===== src/rtl/decode_stage_multi.sv =====
// decode_stage_multi: N-wide decode stage between fetch and issue, with RF operand read,
// branch-target generation and bundle splitting on intra-bundle RAW hazards.
module decode_stage_multi #(
   parameter int ISSUE_W = 2,
   parameter int XLEN    = 16,
   parameter int PC_W    = 16
) (
   input  logic                        clk,
   input  logic                        reset_n,
   input  logic                        flush,
   input  logic                        in_valid,
   output logic                        in_ready,
   input  logic [ISSUE_W-1:0]          in_lane_valid,
   input  logic [16*ISSUE_W-1:0]       in_instr,
   input  logic [PC_W-1:0]             in_pc,
   output logic [6*ISSUE_W-1:0]        rf_raddr,
   input  logic [2*XLEN*ISSUE_W-1:0]   rf_rdata,
   input  logic                        out_ready,
   output logic [ISSUE_W-1:0]          out_valid,
   output logic [4*ISSUE_W-1:0]        out_opcode,
   output logic [3*ISSUE_W-1:0]        out_rd,
   output logic [5*ISSUE_W-1:0]        out_imm,
   output logic [XLEN*ISSUE_W-1:0]     out_op1,
   output logic [XLEN*ISSUE_W-1:0]     out_op2,
   output logic [ISSUE_W-1:0]          out_is_branch,
   output logic [PC_W*ISSUE_W-1:0]     out_branch_target,
   output logic [PC_W*ISSUE_W-1:0]     out_pc
);
   localparam int CW = $clog2(ISSUE_W + 1);
   typedef enum logic {RUN, SPLIT} state_t;
   state_t                      r_state, w_next_state;
   logic [ISSUE_W-1:0]          r_hold_valid;
   logic [16*ISSUE_W-1:0]       r_hold_instr;
   logic [PC_W-1:0]             r_hold_pc;
   logic [ISSUE_W-1:0]          w_src_valid;
   logic [16*ISSUE_W-1:0]       w_src_instr;
   logic [PC_W-1:0]             w_src_pc;
   logic                        w_adv, w_latch, w_split;
   logic [ISSUE_W-1:0]          w_dep, w_issue, w_writer, w_immf;
   logic [CW-1:0]               w_cut;
   logic [2:0]                  w_rd [ISSUE_W];
   logic [2:0]                  w_rs1 [ISSUE_W];
   logic [2:0]                  w_rs2 [ISSUE_W];
   logic [4*ISSUE_W-1:0]        w_n_opcode;
   logic [3*ISSUE_W-1:0]        w_n_rd;
   logic [5*ISSUE_W-1:0]        w_n_imm;
   logic [XLEN*ISSUE_W-1:0]     w_n_op1, w_n_op2;
   logic [ISSUE_W-1:0]          w_n_br;
   logic [PC_W*ISSUE_W-1:0]     w_n_tgt, w_n_pc;

   assign w_src_valid = (r_state == SPLIT) ? r_hold_valid : in_lane_valid;
   assign w_src_instr = (r_state == SPLIT) ? r_hold_instr : in_instr;
   assign w_src_pc    = (r_state == SPLIT) ? r_hold_pc : in_pc;
   assign w_adv       = out_ready | ~|out_valid;
   assign in_ready    = reset_n & w_adv & (r_state == RUN) & ~flush;
   assign w_latch     = ~flush & w_adv & ((r_state == SPLIT) | in_valid);
   assign w_split     = |w_dep;

   for (genvar g = 0; g < ISSUE_W; g++) begin : g_lane
      logic [15:0]     w_ins;
      logic [PC_W-1:0] w_pc, w_off;
      logic [XLEN-1:0] w_sext;
      logic            w_br;
      assign w_ins       = w_src_instr[16*g +: 16];
      assign w_rd[g]     = w_ins[10:8];
      assign w_rs1[g]    = w_ins[7:5];
      assign w_rs2[g]    = w_ins[4:2];
      assign w_immf[g]   = w_ins[11];
      assign w_br        = w_ins[15:12] == 4'b1100;
      assign w_writer[g] = (w_ins[15:12] != 4'b0000) & ~w_br & (w_ins[15:12] != 4'b1101);
      assign w_pc        = w_src_pc + PC_W'(g);
      assign w_sext      = {{(XLEN-5){w_ins[4]}}, w_ins[4:0]};
      assign w_off       = {{(PC_W-5){w_ins[4]}}, w_ins[4:0]};
      assign rf_raddr[6*g +: 6]           = {w_ins[4:2], w_ins[7:5]};
      assign w_n_opcode[4*g +: 4]         = w_issue[g] ? w_ins[15:12] : 4'b0;
      assign w_n_rd[3*g +: 3]             = w_issue[g] ? w_ins[10:8] : 3'b0;
      assign w_n_imm[5*g +: 5]            = w_issue[g] ? w_ins[4:0] : 5'b0;
      assign w_n_op1[XLEN*g +: XLEN]      = w_issue[g] ? rf_rdata[2*XLEN*g +: XLEN] : '0;
      assign w_n_op2[XLEN*g +: XLEN]      = ~w_issue[g] ? '0 : w_ins[11] ? w_sext : rf_rdata[2*XLEN*g+XLEN +: XLEN];
      assign w_n_br[g]                    = w_issue[g] & w_br;
      assign w_n_tgt[PC_W*g +: PC_W]      = (w_issue[g] & w_br) ? w_pc + w_off : '0;
      assign w_n_pc[PC_W*g +: PC_W]       = w_issue[g] ? w_pc : '0;
   end

   // Lanes at or beyond the first dependent lane (w_cut) are deferred to the hold register.
   always_comb begin
      w_dep = '0;
      for (int j = 1; j < ISSUE_W; j++)
         for (int k = 0; k < j; k++)
            if (w_src_valid[j] & w_src_valid[k] & w_writer[k] &
                ((w_rs1[j] == w_rd[k]) | (~w_immf[j] & (w_rs2[j] == w_rd[k]))))
               w_dep[j] = 1'b1;
      w_cut = CW'(ISSUE_W);
      for (int j = ISSUE_W - 1; j > 0; j--)
         if (w_dep[j]) w_cut = CW'(j);
      w_issue = '0;
      for (int i = 0; i < ISSUE_W; i++)
         w_issue[i] = w_src_valid[i] & (CW'(i) < w_cut);
   end

   always_comb begin
      w_next_state = r_state;
      if (flush) w_next_state = RUN;
      else if (w_latch) w_next_state = w_split ? SPLIT : RUN;
   end

   always_ff @(posedge clk or negedge reset_n) begin
      if (!reset_n) r_state <= RUN;
      else r_state <= w_next_state;
   end

   always_ff @(posedge clk or negedge reset_n) begin
      if (!reset_n) begin
         r_hold_valid      <= '0;
         r_hold_instr      <= '0;
         r_hold_pc         <= '0;
         out_valid         <= '0;
         out_opcode        <= '0;
         out_rd            <= '0;
         out_imm           <= '0;
         out_op1           <= '0;
         out_op2           <= '0;
         out_is_branch     <= '0;
         out_branch_target <= '0;
         out_pc            <= '0;
      end else if (flush) begin
         r_hold_valid <= '0;
         out_valid    <= '0;
      end else if (w_latch) begin
         r_hold_valid      <= w_split ? (w_src_valid >> w_cut) : '0;
         r_hold_instr      <= w_src_instr >> (16 * w_cut);
         r_hold_pc         <= w_src_pc + PC_W'(w_cut);
         out_valid         <= w_issue;
         out_opcode        <= w_n_opcode;
         out_rd            <= w_n_rd;
         out_imm           <= w_n_imm;
         out_op1           <= w_n_op1;
         out_op2           <= w_n_op2;
         out_is_branch     <= w_n_br;
         out_branch_target <= w_n_tgt;
         out_pc            <= w_n_pc;
      end else if (w_adv) begin
         out_valid <= '0;
      end
   end
endmodule


===== config.mk =====
export PLATFORM = sky130hd
export DESIGN_NAME = decode_stage_multi
export DESIGN_NICKNAME = d
export VERILOG_FILES = /design/src/rtl/decode_stage_multi.sv
export SDC_FILE = /design/constraint.sdc
export NUM_CORES = 1
export LEC_CHECK = 0
export CAP_MARGIN = 10
export CORE_ASPECT_RATIO = 0.6
export CORE_MARGIN = 2
export CORE_UTILIZATION = 50
export CTS_BUF_LIST = sky130_fd_sc_hd__clkbuf_4 sky130_fd_sc_hd__clkbuf_8
export CTS_CLUSTER_DIAMETER = 30
export DETAILED_ROUTE_END_ITERATION = 7
export GPL_TIMING_DRIVEN = 0
export PLACE_DENSITY = 0.85
export SLEW_MARGIN = 20
export SYNTH_ARGS = -nofsm -noshare
export SYNTH_HDL_FRONTEND = slang
export SYNTH_SLANG_ARGS = --single-unit

===== constraint.sdc =====
create_clock -name clk -period 4.85 [get_ports clk]
set_clock_uncertainty 0.05 [all_clocks]
set_input_delay 0.97 -clock clk [delete_from_list [all_inputs] [get_ports clk]]
set_output_delay 0.97 -clock clk [all_outputs]
set_load 0.01 [all_outputs]

==> metrics.txt <==
Psw 1.58 mW; critical-path cell list clkdlybuf4s50_1 > mux2i_4 > clkinvlp_4 > xnor2_1 > nor4_1 > o221a_4 > clkinv_1 > buf_1 > ha_1 > a21oi_1 > a211oi_2 > nand2_1 > nor2_1 > nand2_1 > xnor2_1 > o21ai_0; combinational power share 25.8%; CTS tree yes; outcome finished, final reports clean; fmax 213 MHz; fillers 1,508; power share of the clock group 35.0%; syn_area_per_cell 10.1 µm²; H-tree Lvls 2; cell taking the most area after synthesis dfrtp_1; final core occ 72.1%; CTS sink cnt 207; Worst EP arrival 5.02 ns; CP required 5.17 ns; clock period minus worst slack 4.69 ns; I/O pin total 288; register area share after synthesis 50.0%; Seq pwr share 39.2%; post-synthesis cell type count 55; highest-delay cell along the critical path clkdlybuf4s50_1; Worst Tran Pin Value 1.14 ns; Final nets 1,514; post-synthesis async set-or-reset flop share 100%; placed cells 1,589; Max Slew Vio Count 0; max cap viols 0; HPWL after DPL 26,900 µm; 1st-iter DRT viols 735; Initial DRT Pass Iterations 5; Max Buffers Root-to-Sink 3; CP Launch Type primary input; Synth Flop Type dfrtp_1; PD cells 359 nW/µm²; Detail Route Antenna Nets 0; DP Area 13,600 µm²; flops & latches, synth 207; initial antenna violation count 2; die area 21,900 µm²; max incr delay on CP 0.47 ns; vias in the first global route 9,728; LEAKAGE 6.38 nW; Syn-to-layout area delta 40.5%; RD Place Congestion 0.937; final hold vios 0; top cell type's share of synthesized area 50.0%; R2R setup slack 0.18 ns; Hold Buf Count CTS 0; Post-Route WL 35,800 µm; largest net degree at the start of global routing 94; Tot Pwr 5.22 mW; clock latency at the later pin of the worst-skew pair 0.52 ns; most common cell after layout, fill and taps aside clkdlybuf4s50_1; fin area 14,500 µm²; Sw Share 30.3%; Synthesized Nets 1,185; via count 9,562; Initial Util 51.3%; Total Routing Usage GR 33.0%; Remaining Overflow, GRT 0; Mapped Cells 1,027; Core Region 20,200 µm²; WL per Instance 21.6 µm; synth top area cells dfrtp_1 50%, nand2_1 6.9%, o21ai_0 5.3%; Reg-to-Reg Start r_state$_DFFE_PN0P_; Die Ht 115 µm; clk slew on worst S/H paths 0.06 ns; CTS Buf Count 37; number of synthesized flops with an enable pin 0; headroom to the max-slew limit 23.2%; most frequent cells in the layout 286 x clkdlybuf4s50_1, 207 x dfrtp_1, 189 x nand2_1, 109 x o21ai_0, 61 x a22o_1; DRC 0; Layout Cells excl Fill 1,656; worst vdd ir 0.190 mV; Syn. warnings 0; reg-to-reg endpoint out_branch_target[29]$_DFFE_PN0P_; Setup crit end kind flip-flop; Int Pwr 3.64 mW; Hold Crit Class in2async; Finish-stage setup viols 0; peak fanout along the critical path 10; RSZ-0062 raised after global routing no; Die W 190 µm; final hold slack 0.290 ns; share of layout cells above drive strength 1 7.67%; global-route wire length before repair 55,200 µm; mapped cell area 10,400 µm²; row count 40; fin crit share 96.7%; port buffer count 287; clk root buf clkbuf_8; DR vias/cell 5.77; Crit Path Class in2reg; r2r worst-path depth 15
==> through the flow <==
step                setup TNS, ns  worst slack, ns
detailed placement          -8.75           -0.678
global route                    0           0.0118
CTS                             0           0.0310
floorplan                       0            0.579
finish                          0            0.159
global placement         -1247.22            -5.98
==> power by group through the flow <==
stage	Sequential [mW]	Clock, mW	Combinational (mW)
global route	2.07	1.93	1.45
finish	2.05	1.82	1.35
global placement	2.06	0	1.28
floorplan	2.13	0	0.542
detailed placement	2.07	0	1.32
CTS	2.04	1.84	1.33
==> worst max-delay path, delay by kind of cell <==
kind,cells,cell delay [ns]
adder cells (fa/ha/maj),1,0.38
AO/OA/AOI/OAI,4,0.78
AND/OR/NAND/NOR,4,0.90
XOR/XNOR,2,0.29
buffers and inverters,4,1.33
multiplexers,1,0.34
==> state kept, by name, summed over array words and instances (netlist names) <==
signal / flops
r_hold_valid: 2
out_valid: 2
out_pc: 32
out_op1: 32
out_imm: 10
out_rd: 6
out_is_branch: 2
out_opcode: 8
out_op2: 32
out_branch_target: 32
r_hold_instr: 32
r_state: 1
r_hold_pc: 16
==> Yosys cell counts, drive strengths merged, types with 2 or more instances <==
library cell / count
nor4b: 2
xnor2: 47
dfrtp: 207
inv: 31
and3: 2
a21o: 15
mux2: 11
clkbuf: 46
nand4b: 2
a22oi: 2
o21ai: 110
nand4: 3
ha: 36
nor2b: 4
a311o: 2
mux2i: 41
o211ai: 5
o31ai: 43
a31oi: 4
nor3: 6
o21a: 4
xor2: 14
o21bai: 4
nand3b: 6
nand2: 189
fa: 3
a21oi: 29
a211oi: 6
a22o: 61
and2: 19
and4: 2
buf: 13
nand3: 8
nor2: 35
==> cells by family after synthesis <==
kind of cell	Yosys count	synth area share [%]
simple gates	283	11.8
flops	207	50.0
buf+inv	91	3.60
fa+ha+maj	39	4.93
xor+xnor	61	5.16
compound gates	294	19.1
mux	52	5.39
==> worst max path at each step <==
stage | startpoint | to | slack [ns] | cells past startpoint
final | in_instr[20] | r_hold_pc[15]$_DFFE_PN0P_ | 0.16 | 16
after detailed placement | in_instr[20] | r_hold_pc[15]$_DFFE_PN0P_ | -0.68 | 16
after global routing | in_instr[20] | r_hold_pc[15]$_DFFE_PN0P_ | 0.01 | 16
after floorplan | r_state$_DFFE_PN0P_ | out_branch_target[28]$_DFFE_PN0P_ | 0.58 | 17
after CTS | r_state$_DFFE_PN0P_ | out_branch_target[29]$_DFFE_PN0P_ | 0.03 | 17
after global placement | reset_n | r_hold_instr[26]$_DFFE_PN0P_ | -5.98 | 1
==> cell type report <==
type	instances	area [µm²]	area share, %
buffer	59	273	1.88
clock buffer	54	681	4.68
multi-input combinational	729	4860	33.4
timing repair buffer	290	2940	20.2
tap	273	342	2.35
clock inverter	11	140	0.964
inverter	32	124	0.852
antenna	1	2.50	0.0172
sequential	207	5180	35.6
==> repair_timing <==
item                       in CTS  in global routing
pin swaps                       0                  0
gates resized for setup         9                 10
setup endpoints to repair      23                  9
setup buffers                   1                  0
==> per-layer routing <==
metal	vias to the layer above	global-route usage (%)	wire [µm]
met3	70	9.69	3490
met4	2	10.1	867
met1	4709	46.1	15800
met5	-	0	12
li1	4286	-	-
met2	495	50.6	15600
No activity file was read; power rests on OpenSTA's default activity.
